[src/rtl/mux_scan_sequencer.sv]
// Scans the enabled mux channels, waits for the selects to settle, captures y and hands each word downstream.
// Optional CONTINUOUS_SCAN_EN: with start held high the scan wraps to the lowest enabled channel after the last.
module mux_scan_sequencer #(
  parameter int unsigned SETTLE_CYCLES = 2,
  parameter logic [3:0]  CH_MASK       = 4'b1111
) (
  input  logic       clk,
  input  logic       rst_n,
  input  logic       start,
  input  logic [3:0] y,
  input  logic       ready,
  output logic       s0,
  output logic       s1,
  output logic [3:0] data_out,
  output logic [1:0] chan_out,
  output logic       valid,
  output logic       busy,
  output logic       done
);

  localparam int unsigned CNT_W  = 4;
  localparam int unsigned DATA_W = 4;
  localparam int unsigned CH_W   = 2;
  localparam logic [CNT_W-1:0] RELOAD = CNT_W'(SETTLE_CYCLES - 1);

  typedef enum logic [1:0] {IDLE, SETTLE, HOLD} state_t;

  state_t              state_q, state_d;
  logic [CH_W-1:0]     ch_q, ch_d;
  logic [CNT_W-1:0]    cnt_q, cnt_d;
  logic [DATA_W-1:0]   data_q, data_d;
  logic [CH_W-1:0]     chan_q, chan_d;
  logic                valid_q, valid_d;
  logic                busy_q, busy_d;
  logic                done_q, done_d;
  logic [CH_W:0]       first_c, next_c;
  logic                wrap_c;

  // Lowest enabled channel at or above lo; MSB flags that one exists.
  function automatic logic [CH_W:0] find_from(input logic [CH_W:0] lo);
    logic [CH_W:0] r;
    r = '0;
    for (int i = 3; i >= 0; i--) begin
      if (CH_MASK[2'(i)] && (i >= int'(lo))) r = {1'b1, 2'(i)};
    end
    return r;
  endfunction

  assign first_c = find_from(3'd0);
  assign next_c  = find_from({1'b0, ch_q} + 3'd1);

`ifdef CONTINUOUS_SCAN_EN
  assign wrap_c = start & first_c[CH_W];
`else
  assign wrap_c = 1'b0;
`endif

  always_ff @(posedge clk or negedge rst_n) begin
    if (!rst_n) begin
      state_q <= IDLE;
      ch_q    <= '0;
      cnt_q   <= '0;
      data_q  <= '0;
      chan_q  <= '0;
      valid_q <= 1'b0;
      busy_q  <= 1'b0;
      done_q  <= 1'b0;
    end else begin
      state_q <= state_d;
      ch_q    <= ch_d;
      cnt_q   <= cnt_d;
      data_q  <= data_d;
      chan_q  <= chan_d;
      valid_q <= valid_d;
      busy_q  <= busy_d;
      done_q  <= done_d;
    end
  end

  always_comb begin
    state_d = state_q;
    case (state_q)
      IDLE:    if (start && first_c[CH_W]) state_d = SETTLE;
      SETTLE:  if (cnt_q == '0) state_d = HOLD;
      HOLD:    if (ready) state_d = (next_c[CH_W] || wrap_c) ? SETTLE : IDLE;
      default: state_d = IDLE;
    endcase
  end

  // Next values of the registered select, capture and status outputs.
  always_comb begin
    ch_d    = ch_q;
    cnt_d   = cnt_q;
    data_d  = data_q;
    chan_d  = chan_q;
    valid_d = valid_q;
    busy_d  = busy_q;
    done_d  = 1'b0;
    case (state_q)
      IDLE: begin
        ch_d = '0;
        if (start) begin
          if (first_c[CH_W]) begin
            ch_d   = first_c[CH_W-1:0];
            cnt_d  = RELOAD;
            busy_d = 1'b1;
          end else begin
            done_d = 1'b1;
          end
        end
      end
      SETTLE: begin
        if (cnt_q != '0) begin
          cnt_d = cnt_q - CNT_W'(1);
        end else begin
          data_d  = y;
          chan_d  = ch_q;
          valid_d = 1'b1;
        end
      end
      HOLD: begin
        if (ready) begin
          valid_d = 1'b0;
          cnt_d   = RELOAD;
          if (next_c[CH_W]) begin
            ch_d = next_c[CH_W-1:0];
          end else begin
            done_d = 1'b1;
            if (wrap_c) begin
              ch_d = first_c[CH_W-1:0];
            end else begin
              ch_d   = '0;
              busy_d = 1'b0;
            end
          end
        end
      end
      default: begin
        ch_d    = '0;
        valid_d = 1'b0;
        busy_d  = 1'b0;
      end
    endcase
  end

  assign s0       = ch_q[1];
  assign s1       = ch_q[0];
  assign data_out = data_q;
  assign chan_out = chan_q;
  assign valid    = valid_q;
  assign busy     = busy_q;
  assign done     = done_q;

endmodule

[config.mk]
export PLATFORM = sky130hd
export DESIGN_NAME = mux_scan_sequencer
export DESIGN_NICKNAME = d
export VERILOG_FILES = /design/src/rtl/mux_scan_sequencer.sv
export SDC_FILE = /design/constraint.sdc
export NUM_CORES = 1
export LEC_CHECK = 0
export ABC_AREA = 0
export ABC_CLOCK_PERIOD_IN_PS = 4100
export CAP_MARGIN = 0
export CORE_MARGIN = 1.5
export CORE_UTILIZATION = 49
export DETAILED_ROUTE_END_ITERATION = 6
export PLACE_DENSITY = 0.84
export SYNTH_ARGS = -nofsm -noshare
export SYNTH_HDL_FRONTEND = slang
export SYNTH_SLANG_ARGS = --single-unit
export TNS_END_PERCENT = 10
[constraint.sdc]
create_clock -name clk -period 4.1 [get_ports clk]
set_input_delay 0.82 -clock clk [delete_from_list [all_inputs] [get_ports clk]]
set_output_delay 0.82 -clock clk [all_outputs]
set_load 0.02 [all_outputs]
* After elaboration in Yosys (flattened, before gate mapping) *
Index checks and enable logic that the tools add are counted.

storage, ports and cells
  logic and storage cells = 57
  output and inout bits = 11
  register bits after elaboration = 17

cells by class
  bitwise logic cells = 3
  add/subtract/negate cells = 2
  reductions and logical operators = 10
  equality and inequality tests = 8
  multiplexer cells = 24
  order comparisons = 2

operator list
  operator                                                           number
  2-to-1 mux 4 bit                                                   3
  inequality test 2 bit (second input constant)                      6
  one-hot mux 4 bit (3 select lines)                                 1
  2-to-1 mux 2 bit                                                   5
  2-to-1 mux 1 bit                                                   9
  AND reduction 4 bit                                                2
  greater-or-equal comparator 1 x 3 -> 1 bit (first input constant)  2
  2-to-1 mux 3 bit                                                   2
  one-hot mux 1 bit (3 select lines)                                 2
  one-hot mux 2 bit (3 select lines)                                 1
  AND reduction 3 bit                                                2
  logical NOT 4 bit                                                  1
  one-hot mux 2 bit (2 select lines)                                 1
  AND reduction 2 bit                                                2
  nonzero test 4 bit                                                 1
  subtractor 4 x 1 -> 4 bit (second input constant)                  1
  adder 2 x 1 -> 3 bit (second input constant)                       1
  inverter 1 bit                                                     3
  nonzero test 3 bit                                                 1
  == test 2 x 1 -> 1 bit (second input constant)                     1
  == test 2 bit (second input constant)                              1
  logical NOT 2 bit                                                  1

* Logic depth before layout (Yosys ltp) *
  depth in word-level cells = 7
  gate-level depth with buffers = 5
  depth with buffers taken out = 5

* Worst setup path after synthesis *
Ideal clock, no wire load.

  path type = register to register
  start = reg cnt_q[0]
  end = reg data_q[0] (netlist: data_out[0])
  setup time = 0.125 ns
  arrival = 1.557 ns
  stages on the path, launching flop included = 6
  required time = 3.975 ns
  clock period less this slack = 1.682 ns
  slack = 2.418 ns
  cell sequence = dfrtp_1 inv_1 ha_1 or3b_4 nor3_4 mux2_2

between the ends
  cells in the longest elaborated chain, start to end = 3

RTL lines
  item                           line  text
  from (decl)                    30    logic [CNT_W-1:0] cnt_q, cnt_d;
  from (signal assigned)         71    cnt_q <= cnt_d;
  nonzero test 4 bit             113   if (cnt_q != '0) begin
  inverter 1 bit (no line)       --
  AND reduction 2 bit (no line)  --
  to (signal assigned)           72    data_q <= data_d;
  to (decl)                      31    logic [DATA_W-1:0] data_q, data_d;

No other way between the ends.
A chain may end at the register's enable or synchronous reset.

* Worst setup path in the final report *
  start = reg ch_q[0]
  end = out s1

RTL lines
  item                    line  text
  from (decl)             29    logic [CH_W-1:0] ch_q, ch_d;
  from (signal assigned)  70    ch_q <= ch_d;
  to (decl)               13    output logic s1,

No word-level cell between the ends.

==> summary.txt <==
Outcome
  • Outcome: completed

Floorplan
  • Number of placed I/O pins: 19
  • Core Rows: 13
  • DIE WIDTH: a little over 40 um
  • Vertical extent of the die: 41.6 um
  • Core ar.: about 0.0014 mm^2
  • Die outline area: 0.00173 mm^2
  • Starting Density: 53.9%

Yosys
  • Distinct cell type count of the synthesized netlist: 27
  • Yosys warnings: 0
  • Syn Area/Cell: 11.2 um^2
  • Synthesis-stage register bit count: 15
  • Most used DFF post-synth: dfrtp_1
  • Cell type contributing the most total cell area after synthesis: dfrtp_1
  • Post-synth design cell area: 728 um^2
  • Sequential cell area fraction in the yosys report: around 52%
  • Top cells by area, synth: dfrtp_1, mux2_2, a22o_1, ha_1, nand2_1
  • Post-Synthesis Cells: 65
  • Fraction of post-synthesis cell area in the top cell type by area: 51.5%
  • Share of async-settable or async-resettable flops after synthesis: 100%
  • EDFF count, synth: 0

Detailed routing
  • Routed WL: 1.29 mm
  • Via/cell ratio: 5.36
  • DR WL/cell: around 13 um
  • Total via count after detailed routing: between 500 and 600
  • Number of detailed-route iterations in the first pass: 3
  • Final antenna-violating net count: 0
  • Violation count after the first detailed-route iteration: 9
  • DR DRC count: 0

Critical path
  • Buf/Inv on CP: 1
  • R2R setup slack: between 2 and 2.5 ns
  • Depth of the worst register-to-register path: 5
  • Largest stage delay, worst path: 0.64 ns
  • Critical-path cell list: clkdlybuf4s50_1
  • Destination of the worst register-to-register timing path: data_out[3]
  • Top fanout value on the critical path: 6
  • Crit path DAT: between 1 and 1.5 ns
  • Category of the critical setup timing path: reg2out
  • Nature of the critical path startpoint: flop
  • Required time of the critical path: 3.28 ns
  • Startpoint of the most critical register-to-register path: cnt_q[0]
  • Highest-delay cell along the critical path: clkdlybuf4s50_1
  • Largest delay share family, worst path: buffers and inverters
  • Nature of the critical path endpoint: primary output

Worst hold path
  • End point of the worst hold path: chan_out[0]
  • Number of instances on the worst hold path: 1
  • Class of the most critical hold timing path: reg2reg
  • Hold Crit Start: chan_out[0]

CTS
  • Buffer depth of the longest clock path: 2
  • Clock buffers created by TritonCTS: 3
  • TritonCTS clock tree: built
  • H-tree depth reported by CTS: 1
  • PostCTS Resize Cnt: 0
  • Clock root buffer: clkbuf_4
  • Clk sink count: 15
  • Clock transition at path regs: ~0.080 ns
  • Buffers inserted by post-CTS timing repair: 0
  • Clock latency reported for the late side of the worst-skew pair: 0.28 ns
  • Count of hold buffers inserted by post-cts repair: 0

Layout
  • Filler Cells Inserted: about 100
  • Commonest cells after routing, fill and taps aside: clkdlybuf4s50_1, dfrtp_1, nand2_1, mux2_2
  • Most common cell after layout, fill and taps aside: clkdlybuf4s50_1
  • Number of nets in the final layout: 95
  • Flip-flop and latch area: 375 um^2
  • Ant. Diodes: 0
  • Area of the multi-input gates: 327 um^2
  • Fraction of final layout cells with drive strength greater than 1: 11.9%
  • Area delta synth->final: 26.6%

Placed design
  • PortBufs: 16
  • Final estimated routing congestion in global placement: 0.747
  • DP HPWL: 1.01 mm

Timing
  • Post-route setup TNS: 0 ns
  • Min cycle time layout: about 2.2 ns
  • Transition time at the pin with the least slew margin: 0.641 ns
  • Fraction of the cycle the final worst path needs: 53.3%
  • Minimum hold slack: 0.511 ns
  • RSZ-0062 raised after global routing: no
  • Relative slew margins: 57.1%
  • Endpoints failing hold: 0
  • Final clock skew: 0.00132 ns
  • Final setup violation count: 0
  • Final-report max-slew violation count: 0
  • Fmax: 0.457 GHz

Global route
  • Total Routing Usage GR: 18.0%
  • Pin count of the biggest net entering global routing: 16
  • Wire length of the first global-routing pass: 2.36 mm
  • Grt total ovfl: 0
  • Antenna violations before repair: 0
  • Via count of the first global-routing pass: approximately 530

Power and ir drop
  • Power per Cell Area: approximately 770 mW/mm^2
  • VDD IR max: 0.479 mV
  • Leakage Power: approximately 0.41 nW

Flow run
  • Max-cap violation count: 0
## cells by family after synthesis
| kind of cell | synth area share, % |
|---|---|
| compound gates | 12.2 |
| xor+xnor | 2.41 |
| fa+ha+maj | 3.44 |
| buf+inv | 4.12 |
| flops | 51.5 |
| mux | 9.11 |
| other cells | 0.515 |
| simple gates | 16.7 |
## power breakdown
part / internal [mW] / switching, mW
Combinational: 0.186 / 0.180
Sequential: 0.210 / 0.0568
Clock: 0.0378 / 0.0429
Total: 0.434 / 0.280
## through the flow
stage / cell area, um^2 / setup slack, ns / utilization (%) / power (mW) / cells
2_1_floorplan: 732 / 2.42 / - / 0.509 / 66
3_3_place_gp: 896 / 2.19 / 66.4 / 0.623 / 95
3_5_place_dp: 896 / 2.14 / 66.4 / 0.638 / 95
4_1_cts: 922 / 1.90 / 68.3 / 0.723 / 99
5_1_grt: 922 / 1.84 / 68.3 / 0.771 / 99
6_report: 922 / 1.91 / 68.3 / 0.714 / 99
## synth_stat cells, types with 2 or more instances
| cell | n |
|---|---|
| nand2_1 | 6 |
| nor2b_1 | 3 |
| buf_4 | 2 |
| o21ai_0 | 4 |
| inv_1 | 4 |
| nor3_1 | 2 |
| nor2_1 | 2 |
| dfrtp_1 | 15 |
| a22o_1 | 3 |
| mux2_2 | 5 |
| a21oi_1 | 2 |
| ha_1 | 2 |
## area by class of cell
cell class                 instances  area share (%)
clock buffer                       4            2.85
inverter                           4            1.63
multi-input combinational         45            35.4
sequential                        15            40.7
tap                               15            2.04
timing repair buffer              16            17.4
## routing by layer
metal,wire [um],track usage [%],vias to the layer above,share of wire [%]
li1,-,-,265,-
met1,589,21.9,248,46
met2,608,28.7,15,47
met3,77,8.70,3,6.0
met4,10,3.87,0,0.78
met5,0,0,-,0
## registers in the layout, indices dropped and copies added, names as in the netlist
name      flops
busy          1
ch_q          1
chan_out      1
cnt_q         4
data_out      4
done          1
state_q       2
valid         1
## worst max-delay path by stage
stage	from	to	slack, ns	cells past startpoint
floorplan	cnt_q[0]	data_out[0]	2.42	5
global placement	start	cnt_q[1]	2.19	4
detailed placement	start	cnt_q[1]	2.14	4
CTS	ch_q[0]	s1	1.90	1
global route	ch_q[0]	s1	1.84	1
finish	ch_q[0]	s1	1.91	1
No activity file was read; power rests on OpenSTA's default activity.
==> RTL edit 1, RTL diff (same settings) <==
Change the localparam `CNT_W` from 4 to 3.
--- a/src/rtl/mux_scan_sequencer.sv
+++ b/src/rtl/mux_scan_sequencer.sv
@@ -19,5 +19,5 @@
 );
 
-  localparam int unsigned CNT_W  = 4;
+  localparam int unsigned CNT_W  = 3;
   localparam int unsigned DATA_W = 4;
   localparam int unsigned CH_W   = 2;
Check against the original RTL: same outputs for any inputs over 10 cycles, from zero or initial values and one cycle with rst_n low; that may be too few to reach the edited logic, so the function may still have changed.
==> RTL edit 1 against the original RTL <==
Sequential cell count decreased by 1. First-iteration DRC count is 22% higher. Final area fell by 3.5%. Register-to-register slack better by 0.32 ns. Setup slack lost 0.0055 ns. Via count shrank 6.2%. Non-clock buffer count did not move. Sequential power down 3%. Power decreased by 4.5%. Routed wire length is 7.9% higher. Synthesized area down 1.7%. Die area is 1.6% lower. Largest power group unchanged. Highest routed layer unchanged.
==> RTL edit 1: results (changes against the original RTL) <==
- Run status: complete, no violations (unchanged).
- The pin count of the biggest net entering global routing is 15 (was 16).
- The final-layout worst hold slack is 0.486 ns (was 0.511 ns).
- The global-route wire length before repair is 2170 µm (was 2360 µm).
- The number of cells on the worst reg-to-reg path was 3 (was 5).
- The synthesized area divided by synthesized cell count came to 11.4 µm² (was 11.2 µm²).
- The global-route usage over all layers is 0.210 (was 0.180).
- The HPWL after detailed placement is 1060 µm (was 1010 µm).
- The number of library cell types mapped by synthesis is 26 (was 27).
- Most instantiated cells after synthesis: sky130_fd_sc_hd__dfrtp_1, sky130_fd_sc_hd__mux2_1, sky130_fd_sc_hd__inv_1, sky130_fd_sc_hd__nand2_1, sky130_fd_sc_hd__nor2_1 (was sky130_fd_sc_hd__dfrtp_1, sky130_fd_sc_hd__nand2_1, sky130_fd_sc_hd__mux2_2).
- Dominant cells by area after synthesis: sky130_fd_sc_hd__dfrtp_1, sky130_fd_sc_hd__mux2_1, sky130_fd_sc_hd__nand2b_4 (was sky130_fd_sc_hd__dfrtp_1, sky130_fd_sc_hd__mux2_2, sky130_fd_sc_hd__a22o_1).
- The number of buffers created by CTS is 3 (unchanged).
- The maximum fanout along the worst path came to 6 (unchanged).
- The post-layout net count was 91 (was 95).
- The destination of the worst hold path is data_out[2] (was chan_out[0]).
- The total iterations of the first detailed-routing run is 4 (was 3).
- The share of the yosys chip area belonging to registers is 0.490 (was 0.515).
- The area of placed instances came to 867 µm² (was 896 µm²).
- The clock tree skew after final layout came to 0.00500 ns (was 0.00132 ns).
- The slew of the pin with the lowest slew margin came to 0.645 ns (was 0.641 ns).
- The origin of the critical flop-to-flop path is state_q[1] (was cnt_q[0]).
- The fraction of layout instances using a drive strength above 1 is 0.114 (was 0.119).
- The synthesized-area fraction occupied by adder cells is 0.0350 (was 0.0344).
- The worst reg2reg path endpoint is data_out[0] (was data_out[3]).
- The weighted congestion reported at the end of routability-driven placement was 0.749 (was 0.747).
- The static leakage is 0.389 nW (was 0.413 nW).
- The worst ir drop on vdd is 0.000421 V (was 0.000479 V).
- The fraction of synthesized cell area in xor and xnor cells is 0.0122 (was 0.0241).
- The reg-to-reg setup timing slack is 2.57 ns (was 2.25 ns).
- The largest incremental delay on the critical path is 0.64 ns (about the same).
- The pre-CTS worst setup slack came to 2.08 ns (was 2.14 ns).
- The share of cell area taken by muxes after synthesis is 0.107 (was 0.0911).
- The via count of the first global-routing pass is 456 (was 534).
- The worst min-delay path startpoint was data_out[2] (was chan_out[0]).
- The number of vias per cell after detailed routing is 5.30 (was 5.36).
- The number of gates resized after CTS is 0 (unchanged).
- The violation count after the first detailed-routing iteration is 11 (was 9).
- The post-route non-filler standard cell count came to 94 (was 99).
- The average wire length per cell after detail routing is 14.8 µm (was 13.0 µm).
- The complex-gate fraction of the synthesized area is 0.122 (about the same).
-- RTL edit 1: cell types whose count changed after synthesis, sizes merged, moves of 2 or more --
| cell | unedited run | this run |
|---|---|---|
| a22o | 3 | 0 |
| buf | 2 | 4 |
| nand2 | 6 | 4 |
| nand2b | 1 | 5 |
| nor2 | 2 | 5 |
| nor3 | 3 | 1 |
| o21ai | 4 | 2 |
| o22ai | 0 | 3 |
-- RTL edit 1: report_power, final --
group	internal (mW)	switching [mW]
logic	0.175	0.170
registers	0.195	0.0648
clock network	0.0341	0.0436
-- RTL edit 1: kinds of logic after synthesis --
group	after synthesis
AO/OA/AOI/OAI	12
XOR/XNOR	1
adder cells (fa/ha/maj)	2
buffers and inverters	8
flip-flops	14
multiplexers	7
other	1
AND/OR/NAND/NOR	18
-- RTL edit 1: final cells by class --
| class | count | area, µm² |
|---|---|---|
| Sequential cell | 14 | 350 |
| Timing Repair Buffer | 16 | 160 |
| Tap cell | 15 | 18.8 |
| Inverter | 4 | 15.0 |
| Multi-Input combinational cell | 42 | 323 |
| Fill cell | 111 | 444 |
| Clock buffer | 3 | 22.5 |
-- RTL edit 1: per-layer routing --
layer  routed length [µm]  vias to the layer above  global-route usage  share of wire
li1                     -                      244                   -              -
met2                  718                        7               0.352           0.52
met5                    0                        -                   0              0
met1                  622                      245               0.265           0.45
met4                   14                        0              0.0726          0.010
met3                   33                        2              0.0489          0.024
-- RTL edit 1: worst max path at each step --
stage	to	slack, ns	depth (start not counted)
6_report	s1	1.91	1
5_1_grt	s1	1.85	1
4_1_cts	s1	1.89	1
3_5_place_dp	cnt_q[1]	2.08	4
3_3_place_gp	cnt_q[1]	2.11	4
2_1_floorplan	chan_out[0]	2.74	5
==> RTL edit 2, RTL diff (same flow settings) <==
Without the edit above. The 3 states of `state_t` get a one-hot encoding in 3 bits.
--- a/src/rtl/mux_scan_sequencer.sv
+++ b/src/rtl/mux_scan_sequencer.sv
@@ -24,5 +24,5 @@
   localparam logic [CNT_W-1:0] RELOAD = CNT_W'(SETTLE_CYCLES - 1);
 
-  typedef enum logic [1:0] {IDLE, SETTLE, HOLD} state_t;
+  typedef enum logic [2:0] {IDLE = 3'b001, SETTLE = 3'b010, HOLD = 3'b100} state_t;
 
   state_t              state_q, state_d;
Behaviour: no difference found for any inputs over 10 cycles, from zero or initial values and one cycle with rst_n low; not proved beyond that.
==> RTL edit 2 against the original RTL <==
Synthesized area increased by 23%. Non-clock buffer count unchanged. Power decreased by 7.3%. Routed wire length increased by 24%. Sequential cell count increased by 1. Combinational power decreased by 23%. Setup slack got worse by 0.042 ns. Synthesized cell count increased by 23%. Final area increased by 18%. Largest cell class is now multi-input gates. Largest power group unchanged.
==> RTL edit 2: results (changes against the original RTL) <==
- The final-layout worst hold slack is 0.519 ns (was 0.511 ns).
- The weighted congestion reported at the end of routability-driven placement is 0.816 (was 0.747).
- The global-route usage over all layers was 0.172 (was 0.180).
- The synthesized-area fraction occupied by adder cells is 0.0279 (was 0.0344).
- The reg-to-reg setup timing slack is 2.44 ns (was 2.25 ns).
- The maximum fanout along the worst path was 7 (was 6).
- The met3 global-route usage is 0.0238 (was 0.0870).
- The share of the yosys chip area belonging to registers is 0.448 (was 0.515).
- Dominant cells by area after synthesis: sky130_fd_sc_hd__dfrtp_1, sky130_fd_sc_hd__mux2_4, sky130_fd_sc_hd__dfstp_2 (was sky130_fd_sc_hd__dfrtp_1, sky130_fd_sc_hd__mux2_2, sky130_fd_sc_hd__a22o_1).
- The area of placed instances is 1050 µm² (was 896 µm²).
- The static leakage came to 0.486 nW (was 0.413 nW).
- The detailed-routing wirelength on met1 is 711 µm (was 589 µm).
- Run status: complete, no violations (unchanged).
- The post-layout net count is 107 (was 95).
- The number of fillers in the final layout is 145 (was 104).
- The arrival time at the worst endpoint is 1.41 ns (was 1.37 ns).
- The complex-gate fraction of the synthesized area was 0.105 (was 0.122).
- The HPWL after detailed placement came to 1190 µm (was 1010 µm).
- The worst reg2reg path endpoint is data_out[1] (was data_out[3]).
- The overall routed net length is 1590 µm (was 1290 µm).
- The share of cell area taken by muxes after synthesis came to 0.0950 (was 0.0911).
- The met3 wirelength from detailed routing came to 48 µm (was 77 µm).
- The total iterations of the first detailed-routing run came to 4 (was 3).
- The clock tree skew after final layout was 0.00506 ns (was 0.00132 ns).
- The via count of the first global-routing pass is 591 (was 534).
- The violation count after the first detailed-routing iteration is 16 (was 9).
==> RTL edit 2: cell types whose count changed in the layout (fill, tap and decap cells not counted), moves of 3 or more <==
cell                      change
sky130_fd_sc_hd__mux2_2       -5
sky130_fd_sc_hd__a31oi_1      +3
sky130_fd_sc_hd__mux2_4       +5
sky130_fd_sc_hd__nand3_1      +3
==> RTL edit 2: per-stage QoR <==
| step | setup WS [ns] | cells |
|---|---|---|
| after floorplan | 2.46 | 81 |
| after detailed placement | 1.87 | 117 |
| final | 1.87 | 121 |
| after global routing | 1.80 | 121 |
| after CTS | 1.86 | 121 |
| after global placement | 1.89 | 117 |
==> RTL edit 2: cell type report <==
type	count	area (µm²)	area share
inverter	4	15.0	0.0138
sequential	16	402	0.370
clock buffer	4	36.3	0.0334
tap	25	31.3	0.0288
timing repair buffer	16	160	0.148
multi-input combinational	56	440	0.406
==> RTL edit 2: worst reg2reg max path, stage by stage (launching register included) <==
cell and delay [ns]:
sky130_fd_sc_hd__dfrtp_1 0.41, sky130_fd_sc_hd__inv_1 0.11, sky130_fd_sc_hd__ha_1 0.16, sky130_fd_sc_hd__nor3b_2 0.40
sky130_fd_sc_hd__nand2_4 0.15, sky130_fd_sc_hd__mux2_4 0.33
==> RTL edit 2: worst max path at each step <==
stage / start / endpoint / slack, ns / cells past startpoint
detailed placement: start / cnt_q[2] / 1.87 / 4
global route: ch_q[0] / s1 / 1.80 / 1
global placement: start / cnt_q[2] / 1.89 / 4
finish: ch_q[0] / s1 / 1.87 / 1
CTS: ch_q[0] / s1 / 1.86 / 1
floorplan: start / cnt_q[3] / 2.46 / 3
==> RTL edit 2: power breakdown <==
part           switching [mW]  internal [mW]  total, mW
registers              0.0625          0.215      0.278
logic                   0.134          0.148      0.281
clock network          0.0495         0.0541      0.104
total                   0.246          0.417      0.662
